### config.mk
export PLATFORM = sky130hd
export DESIGN_NAME = branch_resolve_unit
export DESIGN_NICKNAME = d
export VERILOG_FILES = /design/src/rtl/branch_resolve_unit.sv
export SDC_FILE = /design/constraint.sdc
export NUM_CORES = 1
export LEC_CHECK = 0
export ABC_CLOCK_PERIOD_IN_PS = 4600
export CAP_MARGIN = 5
export CORE_MARGIN = 5
export CORE_UTILIZATION = 50
export CTS_CLUSTER_SIZE = 30
export DETAILED_ROUTE_END_ITERATION = 12
export GPL_TIMING_DRIVEN = 0
export PLACE_DENSITY = 0.81
export SYNTH_ARGS = -nofsm -noshare
export SYNTH_HDL_FRONTEND = slang
export SYNTH_SLANG_ARGS = --single-unit
### constraint.sdc
create_clock -name i_clk -period 4.6 [get_ports i_clk]
set_input_delay 0.69 -clock i_clk [delete_from_list [all_inputs] [get_ports i_clk]]
set_output_delay 0.69 -clock i_clk [all_outputs]
set_load 0.01 [all_outputs]
### src/rtl/branch_resolve_unit.sv
// branch_resolve_unit: one-stage registered branch/jump resolver.
// Evaluates the branch condition, computes the resolved next PC and link
// value, flags mispredictions against the fetch predictor, and keeps
// saturating retire/mispredict counters. Results sit in an output register
// behind a valid/ready handshake so fetch can stall the stage.
module branch_resolve_unit #(
   parameter int XLEN  = 32,
   parameter int CNT_W = 32
) (
   input  logic             i_clk,
   input  logic             i_rst,
   input  logic             i_valid,
   output logic             o_ready,
   input  logic [2:0]       i_funct3,
   input  logic             i_is_jal,
   input  logic             i_is_jalr,
   input  logic [XLEN-1:0]  i_pc,
   input  logic [XLEN-1:0]  i_imm,
   input  logic [XLEN-1:0]  i_rs1_rdata,
   input  logic [XLEN-1:0]  i_rs2_rdata,
   input  logic             i_pred_taken,
   input  logic [XLEN-1:0]  i_pred_target,
   input  logic             i_flush,
   output logic             o_valid,
   input  logic             i_ready,
   output logic             o_take,
   output logic [XLEN-1:0]  o_next_pc,
   output logic [XLEN-1:0]  o_link,
   output logic             o_mispredict,
   output logic             o_illegal,
   output logic [CNT_W-1:0] o_br_count,
   output logic [CNT_W-1:0] o_mp_count
);

   localparam logic [2:0] BR_BEQ  = 3'b000;
   localparam logic [2:0] BR_BNE  = 3'b001;
   localparam logic [2:0] BR_BLT  = 3'b100;
   localparam logic [2:0] BR_BGE  = 3'b101;
   localparam logic [2:0] BR_BLTU = 3'b110;
   localparam logic [2:0] BR_BGEU = 3'b111;

   localparam logic [XLEN-1:0] PC_STEP   = XLEN'(4);
   localparam logic [XLEN-1:0] BIT0_MASK = {{(XLEN-1){1'b1}}, 1'b0};

   logic            accept, retire;
   logic            cond, bad_f3, jump;
   logic            take_d, illegal_d, mp_d;
   logic [XLEN-1:0] link_d, br_tgt, jalr_tgt, target_d, next_pc_d, pred_pc_d;

   // The output register can take a new result when empty or draining.
   assign o_ready = !o_valid || i_ready;
   assign accept  = i_valid && o_ready && !i_flush;
   // A result retiring in a flush cycle is not counted.
   assign retire  = o_valid && i_ready && !i_flush;

   // Resolve condition, target and misprediction from the incoming operands.
   always_comb begin
      cond   = 1'b0;
      bad_f3 = 1'b0;
      case (i_funct3)
         BR_BEQ:  cond = (i_rs1_rdata == i_rs2_rdata);
         BR_BNE:  cond = (i_rs1_rdata != i_rs2_rdata);
         BR_BLT:  cond = ($signed(i_rs1_rdata) <  $signed(i_rs2_rdata));
         BR_BGE:  cond = ($signed(i_rs1_rdata) >= $signed(i_rs2_rdata));
         BR_BLTU: cond = (i_rs1_rdata <  i_rs2_rdata);
         BR_BGEU: cond = (i_rs1_rdata >= i_rs2_rdata);
         default: bad_f3 = 1'b1;
      endcase

      jump      = i_is_jal || i_is_jalr;
      illegal_d = !jump && bad_f3;
      // An illegal encoding has cond=0, so it resolves as not-taken.
      take_d    = jump || cond;

      link_d    = i_pc + PC_STEP;
      br_tgt    = i_pc + i_imm;
      jalr_tgt  = (i_rs1_rdata + i_imm) & BIT0_MASK;
      // JAL wins when both jump flags are set.
      target_d  = (i_is_jalr && !i_is_jal) ? jalr_tgt : br_tgt;
      next_pc_d = take_d ? target_d : link_d;

      pred_pc_d = i_pred_taken ? i_pred_target : link_d;
      mp_d      = (next_pc_d != pred_pc_d);
   end

   // Output result register with handshake; flush beats accept and retire.
   always_ff @(posedge i_clk or posedge i_rst) begin
      if (i_rst) begin
         o_valid      <= 1'b0;
         o_take       <= 1'b0;
         o_next_pc    <= '0;
         o_link       <= '0;
         o_mispredict <= 1'b0;
         o_illegal    <= 1'b0;
      end else begin
         if (i_flush)     o_valid <= 1'b0;
         else if (accept) o_valid <= 1'b1;
         else if (retire) o_valid <= 1'b0;

         if (accept) begin
            o_take       <= take_d;
            o_next_pc    <= next_pc_d;
            o_link       <= link_d;
            o_mispredict <= mp_d;
            o_illegal    <= illegal_d;
         end
      end
   end

   // Saturating performance counters, bumped when a legal result retires.
   always_ff @(posedge i_clk or posedge i_rst) begin
      if (i_rst) begin
         o_br_count <= '0;
         o_mp_count <= '0;
      end else if (retire && !o_illegal) begin
         if (o_br_count != '1)
            o_br_count <= o_br_count + CNT_W'(1);
         if (o_mispredict && (o_mp_count != '1))
            o_mp_count <= o_mp_count + CNT_W'(1);
      end
   end

endmodule

* Word level (Yosys, flattened, before mapping)
Cells that the tools add are included.
** Storage, ports and cells
- Register bits :: 132
- Latch bits :: 0
- Bits in writable memories :: 0
- Bits in read-only memories :: 0
- Bits of input ports :: 171
- Output and inout bits :: 133
- Word-level logic and storage cells :: 56
- Memories kept :: 0
** Cells by class
- Add/sub/neg operators :: 5
- $mul :: 0
- Div/mod/pow operators :: 0
- Order comparisons :: 4
- Equal/unequal tests :: 10
- Shift operators :: 0
- Muxes and demuxes :: 8
- Bitwise gates (word level) :: 0
- Reductions and logical operators :: 21
** Operators with widths (number)
- 2-to-1 mux 32 bit :: 3
- adder 32 x 1 -> 32 bit, second input constant :: 2
- adder 32 bit :: 2
- greater-or-equal comparator 32 bit :: 2
- less-than comparator 32 bit :: 2
- != test 32 bit :: 2
- != test 32 bit, second input constant :: 2
- adder 32 x 3 -> 32 bit, second input constant :: 1
- equality test 32 bit :: 1
- equality test 3 bit, second input constant :: 4
- logical AND 1 bit :: 8
- case mux 1 bit (6 select lines) :: 1
- OR reduction 6 bit :: 1
- logical NOT 1 bit :: 5
- 2-to-1 mux 1 bit :: 4
- AND reduction 2 bit :: 2
- equality test 3 x 1 -> 1 bit, second input constant :: 1
- logical NOT 3 bit :: 1
- logical OR 1 bit :: 3
- nonzero test 3 bit :: 1

* Longest topological paths before layout
Gate-level depths: netlist (run 1).
- Word-level depth :: 6
- Mapped depth :: 17

* Least setup slack after synthesis (run 1)
OpenSTA, ideal clock, no wires.
- Path type :: input-to-reg
- From :: input i_pc[0]
- To :: register o_mispredict
- Setup time :: 148 ps
- Arrival time :: 3745 ps
- Data required time :: 4452 ps
- Path slack :: 708 ps
- Stages on the path :: 14
- Buffers on the path :: 0
- Path through :: ha_1 fa_1 a21o_1 a31oi_1 o31ai_1 a21o_1 a2111oi_2 o31ai_1 xnor2_1 or4_1 a31oi_1 a221oi_1 nor4b_1 a41oi_1
** Between the ends
- Longest elaborated chain between the ends :: 4
- Elaborated cells on any way between the ends :: 6
- Classes of those cells :: add/sub (2); eq/ne (1); mux (3)
** RTL lines
- from (decl) :: line 17 : input logic [XLEN-1:0] i_pc,
- adder 32 bit :: line 76 : br_tgt = i_pc + i_imm;
- 2-to-1 mux 32 bit :: line 79 : target_d = (i_is_jalr && !i_is_jal) ? jalr_tgt : br_tgt;
- 2-to-1 mux 32 bit :: line 80 : next_pc_d = take_d ? target_d : link_d;
- != test 32 bit (*) :: line 83 : mp_d = (next_pc_d != pred_pc_d);
- to (signal assigned) :: line 104 : o_mispredict <= mp_d;
- to (decl) :: line 29 : output logic o_mispredict,
Every way passes the cells marked *; elsewhere a longest branch is shown, timed or not.
A chain may end at the register's enable or synchronous reset.

* Worst setup path after layout (run 1)
- From :: input i_rs2_rdata[31]
- To :: register o_mispredict
** Between the ends
- Longest elaborated chain between the ends :: 5
- Elaborated cells on any way between the ends :: 10
- Classes of those cells :: order compare (4); eq/ne (3); mux (2); reduce/logical (1)
** RTL lines
- from (decl) :: line 20 : input logic [XLEN-1:0] i_rs2_rdata,
- greater-or-equal comparator 32 bit (tied with other cells) :: line 66 : BR_BGEU: cond = (i_rs1_rdata >= i_rs2_rdata);
- case mux 1 bit (6 select lines) (*) :: line 60 : case (i_funct3)
- logical OR 1 bit (*) :: line 73 : take_d = jump || cond;
- 2-to-1 mux 32 bit (*) :: line 80
- != test 32 bit (*) :: line 83
Marked as above.

==> results of run 1 <==
-- cells in the mapped netlist, drive strengths merged (4+ instances only) --
library cell  count  share of area
nor2b            12         0.0063
and2             10         0.0053
a2111oi           4         0.0040
a221oi            4         0.0030
and4             13         0.0096
o2111ai           4         0.0030
a21boi            5         0.0032
ha               96           0.10
a21oi           105          0.045
nand3            54          0.023
xnor2           127          0.094
or4               4         0.0025
nand4            39          0.023
nor3             29          0.012
a211oi           16          0.010
nand2           196          0.062
a21o             13         0.0082
nand2b           15         0.0079
o21a              5         0.0032
inv              55          0.017
nor2             99          0.031
nand3b            5         0.0032
buf               9         0.0037
clkbuf           34          0.011
mux2             13          0.012
o31a              4         0.0030
a31oi            11         0.0058
o31ai            16          0.012
dfrtp           132           0.28
o21bai            6         0.0038
and3             25          0.013
o211ai           14         0.0089
o21ai           113          0.048
or3               7         0.0037
xor2             70          0.052
mux2i            19          0.016
a211o             4         0.0030
nor4             12          0.010
-- timing repair --
action                     in CTS  in global routing
buffers inserted                0                  9
cloned                          0                  0
resized for setup               9                 31
pin swaps                       0                  7
hold buffers                    0                  0
setup endpoints to repair       1                  9
-- cells by family (layout without fill, tap and decap cells) --
logic type      count (synthesis)  in the layout  share of synthesized area
simple gates                  533            533                     0.2234
other cells                     0              5                          0
fa+ha+maj                      98             98                     0.1047
flops                         132            132                     0.2786
xor+xnor                      197            197                     0.1462
mux                            32             32                    0.02839
compound gates                354            354                     0.1868
buf+inv                        98            444                    0.03187
-- area by class of cell --
class	instances	area (sq um)
Fill cell	1938	7146
Buffer	43	172.7
Inverter	55	211.5
Clock buffer	20	446.7
Tap cell	319	399.1
Clock inverter	12	180.2
Sequential cell	132	3303
Multi-Input combinational cell	1214	8393
Antenna cell	5	12.51
Timing Repair Buffer	314	3138
-- registers in the layout (all words and copies together), names as in the netlist --
register      cells
o_illegal         1
o_link           32
o_valid           1
o_take            1
o_br_count       32
o_mispredict      1
o_next_pc        32
o_mp_count       32
-- report_power, final --
group	internal (W)	total (W)	switching, W
clock	0.000921	0.00142	0.000503
combinational	0.000864	0.00184	0.000980
sequential	0.00131	0.00142	0.000109
-- metal layers --
layer / vias to the layer above / global-route usage
met4: 0 / 0.1243
li1: 5872 / -
met5: - / 0
met3: 86 / 0.04241
met2: 596 / 0.5039
met1: 5818 / 0.3722
-- layout by cell type, fill, tap and decap left out, types with 6 or more instances in the layout --
| cell type | n |
|---|---|
| a211oi_1 | 15 |
| a21o_1 | 13 |
| a21oi_1 | 103 |
| a31oi_1 | 8 |
| and2_1 | 10 |
| and3_1 | 25 |
| and4_1 | 13 |
| buf_4 | 11 |
| clkbuf_1 | 36 |
| clkbuf_16 | 17 |
| clkdlybuf4s50_1 | 301 |
| dfrtp_1 | 132 |
| ha_1 | 93 |
| inv_1 | 53 |
| mux2_2 | 13 |
| mux2i_1 | 17 |
| nand2_1 | 194 |
| nand2b_1 | 15 |
| nand3_1 | 53 |
| nand4_1 | 36 |
| nor2_1 | 98 |
| nor2b_1 | 12 |
| nor3_1 | 28 |
| nor4_4 | 6 |
| o211ai_1 | 14 |
| o21ai_0 | 110 |
| o21bai_1 | 6 |
| o31ai_1 | 13 |
| or3_1 | 7 |
| xnor2_1 | 124 |
| xor2_1 | 68 |
-- through the flow --
| step | area [sq um] | setup TNS, ps |
|---|---|---|
| after floorplan | 11860 | 0 |
| after global placement | 15290 | -174770 |
| after detailed placement | 15330 | -2414 |
| after CTS | 16000 | 0 |
| after global routing | 16260 | -40.89 |
| final | 16260 | 0 |
-- worst max-delay path, stage by stage --
cell             delay [ps]
clkdlybuf4s50_1         470
inv_1                    50
ha_2                    400
nand4_1                 180
and4bb_2                410
a21boi_0                100
o21ai_1                 210
nand3_1                 140
o31ai_4                 440
nand2_2                 150
buf_4                   220
o221ai_1                190
a21oi_1                 100
or4_1                   520
nor4b_2                 340
a41oi_1                 160
-- final timing paths --
check / to / from / cells after the start
max in group asynchronous: o_next_pc[19] / i_rst / 3
min reg2reg: o_next_pc[4] / o_next_pc[4] / 2
min: o_next_pc[4] / o_next_pc[4] / 2
max reg2reg: o_br_count[31] / o_illegal / 8
min in group asynchronous: o_br_count[12] / i_rst / 2
max: o_mispredict / i_rs2_rdata[31] / 16
==> impl_results.md, run 1 <==
* Status: completed
* Final Hold Fails at 0
* Final worst slack at 84.98 ps
* Rows at 56
* Final weighted congestion in routability-driven placement at 0.9602
* Cell area after synthesis at 11860 sq um
* Final WL at 40950 um
* FF+latch count, synth at 132
* CTS sink count at 132
* Fin crit share at 0.9815
* Critical Path Sink Type: flip-flop
* TritonCTS clock tree: yes
* Leakage at 6.874 nW
* Die Span X at 164.0 um
* Fin crit period at 4515 ps
* Sequential area share after synthesis at 0.2786
* Tightest Pin Transition at 909.5 ps
* YS warnings at 0
* Layout Skew at 18.47 ps
* DP HPWL at 33970 um
* Fraction of layout cells with a size suffix above 1 at 0.06145
* Synthesized area per cell at 8.210 sq um
* Max IR drop VDD at 0.2586 mV
* DRT iter0 DRCs at 1033
* Met3 wire length at 3454 um
* First-pass GRT wire length at 62380 um
* M1 wire length at 16420 um
* Clk root buf: clkbuf_16
* Num ports at 304
* CTS max path bufs at 2
* Post-synth EDFFs at 0
* Synth Flop Type: dfrtp_1
* Tot Pwr at 0.004684 W
* Distinct cells, synth at 82
* Initial antenna violation count at 5
* Initial Util at 0.5066
* Highest routed layer: met4
* Placed cell count at 2068
* Tot GR Track Use at 0.2944
* Metal2 WL at 19460 um
* Placeable Area at 23400 sq um
* Synthesized net count at 1713
* Vias in the first global route at 11980
* Final setup violation count at 0
* Setup WS pre-CTS at -1083 ps
* Ys async rst share at 1.000
* Area growth, synth to finish at 37.13%
* Die height at 164.0 um
* Total iterations of the first detailed-routing run at 5
* Post-Syn Instances at 1444
* Pwr Density at 288.1 nW/um^2
* Vias per inst at 5.852
* Vias at 12370
* Nets at 2046
* CP Launch Type: input port
* CP required at 4860 ps
* Largest net degree at the start of global routing at 81
* CTS Buf Count at 17
* Kind of critical path: in -> reg
* Routed WL per cell at 19.37 um
* Antenna-violating nets left at 0
* Port Buf Inserts at 303
* Crit path max fanout at 10
* CP Data Arrival Time at 4780 ps
* Finished Layout Cells at 2114
* CTS H-tree lvls at 4
* Hold Crit Class: reg -> reg
* FMAX at 221.5 MHz
* Final Util at 0.6947
* Hold slack final at 479.3 ps
* Worst-Skew Late Latency at 420 ps
* Gr ovfl total at 0
* Slew Viols, Final at 0
* DRC at 0
* Clock transition at path regs at 60 ps
* Reg-to-reg setup timing slack at 1130 ps
* Die footprint at 26890 sq um
* Max cap viols at 0
* Max-slew headroom at 0.3881
Note: power is estimated with default switching activity, not from simulation.
==> run 2: changes to the inputs <==
--- a/config.mk
+++ b/config.mk
@@ -7,12 +7,14 @@
 export LEC_CHECK = 0
 export ABC_CLOCK_PERIOD_IN_PS = 4600
 export CAP_MARGIN = 5
+export CELL_PAD_IN_SITES_DETAIL_PLACEMENT = 0
+export CELL_PAD_IN_SITES_GLOBAL_PLACEMENT = 2
 export CORE_MARGIN = 5
-export CORE_UTILIZATION = 50
+export CORE_UTILIZATION = 29
 export CTS_CLUSTER_SIZE = 30
 export DETAILED_ROUTE_END_ITERATION = 12
 export GPL_TIMING_DRIVEN = 0
-export PLACE_DENSITY = 0.81
+export PLACE_DENSITY_LB_ADDON = 0.1
 export SYNTH_ARGS = -nofsm -noshare
 export SYNTH_HDL_FRONTEND = slang
 export SYNTH_SLANG_ARGS = --single-unit
==> run 2 against run 1 <==
Count of clock-buffer cells in the layout grew 2. Sequential power is essentially flat. Register-to-register slack lost 100 ps. Power grew 1.5%. Global-route usage shrank 9.5 points. Clock skew shrank 8.8 ps. Clock power is essentially flat. Combinational power grew 3%. First-iteration DRC count shrank 39%.
==> impl_results.md, run 2 (synthesis results as in run 1) <==
* Clk root buf: clkbuf_16 (unchanged)
* CTS Buf Count at 17 (unchanged)
* Area growth, synth to finish at 40.00% (was 37.13%)
* Worst reg2reg path depth at 8 (unchanged)
* DP Area at 15590 sq um (was 15330 sq um)
* TritonCTS clock tree: yes (unchanged)
* Tightest Pin Transition at 997.7 ps (was 909.5 ps)
* Num ports at 304 (unchanged)
* Total iterations of the first detailed-routing run at 5 (unchanged)
* Fillers at 4139 (was 1938)
* CTS H-tree lvls at 4 (unchanged)
* Slowest stage cell on the critical path: clkdlybuf4s50_1 (was or4_1)
* Final setup violation count at 0 (unchanged)
* Largest stage delay, worst path at 710 ps (was 520 ps)
* Kind of critical path: in -> reg (unchanged)
* Reg-to-Reg End: o_br_count[31] (unchanged)
* Rows at 74 (was 56)
* Initial antenna violation count at 2 (was 5)
* Status: completed (unchanged)
* Design Area, Final at 16600 sq um (was 16260 sq um)
* CP Launch Type: input port (unchanged)
* Reg-to-reg startpoint: o_illegal (unchanged)
* Critical Path Sink Type: flip-flop (unchanged)
* Clock transition at path regs at 50 ps (was 60 ps)
* Port Buf Inserts at 303 (unchanged)
* Die height at 212.2 um (was 164.0 um)
* Fin crit period at 4412 ps (was 4515 ps)
* Fin crit share at 0.9591 (was 0.9815)
* Final Hold Fails at 0 (unchanged)
* Fraction of layout cells with a size suffix above 1 at 0.06652 (was 0.06145)
* Vias at 11690 (was 12370)
* Storage cell area at 3303 sq um (unchanged)
* Max IR drop VDD at 0.2470 mV (was 0.2586 mV)
* Final WL at 46770 um (was 40950 um)
* Min-Delay Endpoint: o_next_pc[15] (was o_next_pc[4])
* Final Util at 0.4083 (was 0.6947)
* Gr ovfl total at 0 (unchanged)
* Commonest non-fill, non-tap cells in the layout: clkdlybuf4s50_1, nand2_1, dfrtp_1 (unchanged)
* DRT iter0 DRCs at 627 (was 1033)
* DP HPWL at 39790 um (was 33970 um)
* Antenna-violating nets left at 0 (unchanged)
* RSZ-0062 raised after global routing: false
* Hold Crit Class: reg -> reg (unchanged)
* Finished Layout Cells at 2323 (was 2114)
* Placed cell count at 2280 (was 2068)
* Largest net degree at the start of global routing at 70 (was 81)
* Max cap viols at 0 (unchanged)
* Vias in the first global route at 11820 (was 11980)
* FMAX at 226.7 MHz (was 221.5 MHz)
* Max-slew headroom at 0.3287 (was 0.3881)
* Area occupied by multi-input gates at 8467 sq um (was 8393 sq um)
* CTS max path bufs at 2 (unchanged)
* WHS Path Cells at 2 (unchanged)
* Tot GR Track Use at 0.1997 (was 0.2944)
* # hold bufs at CTS at 0 (unchanged)
* Nets at 2046 (unchanged)
* Leakage at 6.924 nW (was 6.874 nW)
* Placeable Area at 40650 sq um (was 23400 sq um)
* Worst setup path startpoint: i_pc[19] (was i_rs2_rdata[31])
* First-pass GRT wire length at 69000 um (was 62380 um)
* Initial Util at 0.2917 (was 0.5066)
* Layout Skew at 9.679 ps (was 18.47 ps)
* Reg-to-reg setup timing slack at 1030 ps (was 1130 ps)
* Critical Path, Cell by Cell: clkdlybuf4s50_1, and4_1, nand4_1, nor2_1, nand3_1, nor2_1, xnor2_1, xnor2_1, o41ai_4, mux2i_1, or4_4, nor4b_4, a41oi_1 (was clkdlybuf4s50_1, inv_1, ha_2, nand4_1, and4bb_2, a21boi_0, o21ai_1, nand3_1, o31ai_4, nand2_2, buf_4, o221ai_1, a21oi_1, or4_1, nor4b_2, a41oi_1)
* CP Data Arrival Time at 4680 ps (was 4780 ps)
* Die Span X at 212.2 um (was 164.0 um)
* Routed WL per cell at 20.14 um (was 19.37 um)
* Final weighted congestion in routability-driven placement at 0.8635 (was 0.9602)
* CTS sink count at 132 (unchanged)
* Most common cell after layout, fill and taps aside: clkdlybuf4s50_1 (unchanged)
* Slew Viols, Final at 0 (unchanged)
* Crit path max fanout at 6 (was 10)
* Hold Path Origin: o_next_pc[15] (was o_next_pc[4])
* Pwr Density at 286.6 nW/um^2 (was 288.1 nW/um^2)
* DRC at 0 (unchanged)
* Vias per inst at 5.034 (was 5.852)
* CP required at 4870 ps (was 4860 ps)
* Die footprint at 45020 sq um (was 26890 sq um)
* Worst-Skew Late Latency at 420 ps (about the same)
run 2: how the worst max path moves through the flow:
stage	to	cells past startpoint	slack, ps
floorplan	o_br_count[0]	1	380
global placement	o_link[2]	2	-1740
detailed placement	o_mispredict	14	-1190
CTS	o_next_pc[14]	16	9
global route	o_mispredict	15	10
finish	o_mispredict	13	190
run 2: metal layers:
layer,track usage,share of wire,vias up
met5,0,0,-
met3,0.02140,0.040,41
met2,0.3531,0.49,264
met1,0.2605,0.45,5517
met4,0.05242,0.020,0
li1,-,-,5872
run 2: timing repair:
item	in CTS	in global routing
gates resized for setup	20	37
endpoints found under the setup margin	1	9
setup buffers	5	5
pin swaps	6	11
run 2: critical path, delay by kind of cell:
| family | cells | cell delay (ps) |
|---|---|---|
| muxes | 1 | 130 |
| AOI/OAI and AO/OA | 2 | 530 |
| buffers and inverters | 1 | 710 |
| xor gates and xnor gates | 2 | 520 |
| and+or+nand+nor | 7 | 2100 |
run 2: metrics by stage:
stage | power [W] | hold slack, ps | worst slack (ps) | TNS [ps]
floorplan | 0.002384 | 507.0 | 384.0 | 0
global placement | 0.003260 | 463.5 | -1739 | -234410
detailed placement | 0.003275 | 470.0 | -1193 | -5299
CTS | 0.004779 | 484.5 | 9.225 | 0
global route | 0.005032 | 498.1 | 12.75 | 0
finish | 0.004756 | 475.5 | 188.2 | 0
run 2: power breakdown:
group          internal (W)  leakage [nW]  switching, W
Combinational      0.000871          4.89       0.00102
Sequential          0.00131          1.72      0.000110
Clock              0.000959         0.308      0.000495
Total               0.00314          6.92       0.00162
run 2: final cells by class:
type / count / area share
Sequential cell: 132 / 0.1990
Clock buffer: 22 / 0.02917
Timing Repair Buffer: 314 / 0.1888
Antenna cell: 2 / 0.0003015
Inverter: 55 / 0.01274
Clock inverter: 9 / 0.009046
Multi-Input combinational cell: 1214 / 0.5101
Tap cell: 532 / 0.04011
Buffer: 43 / 0.01063
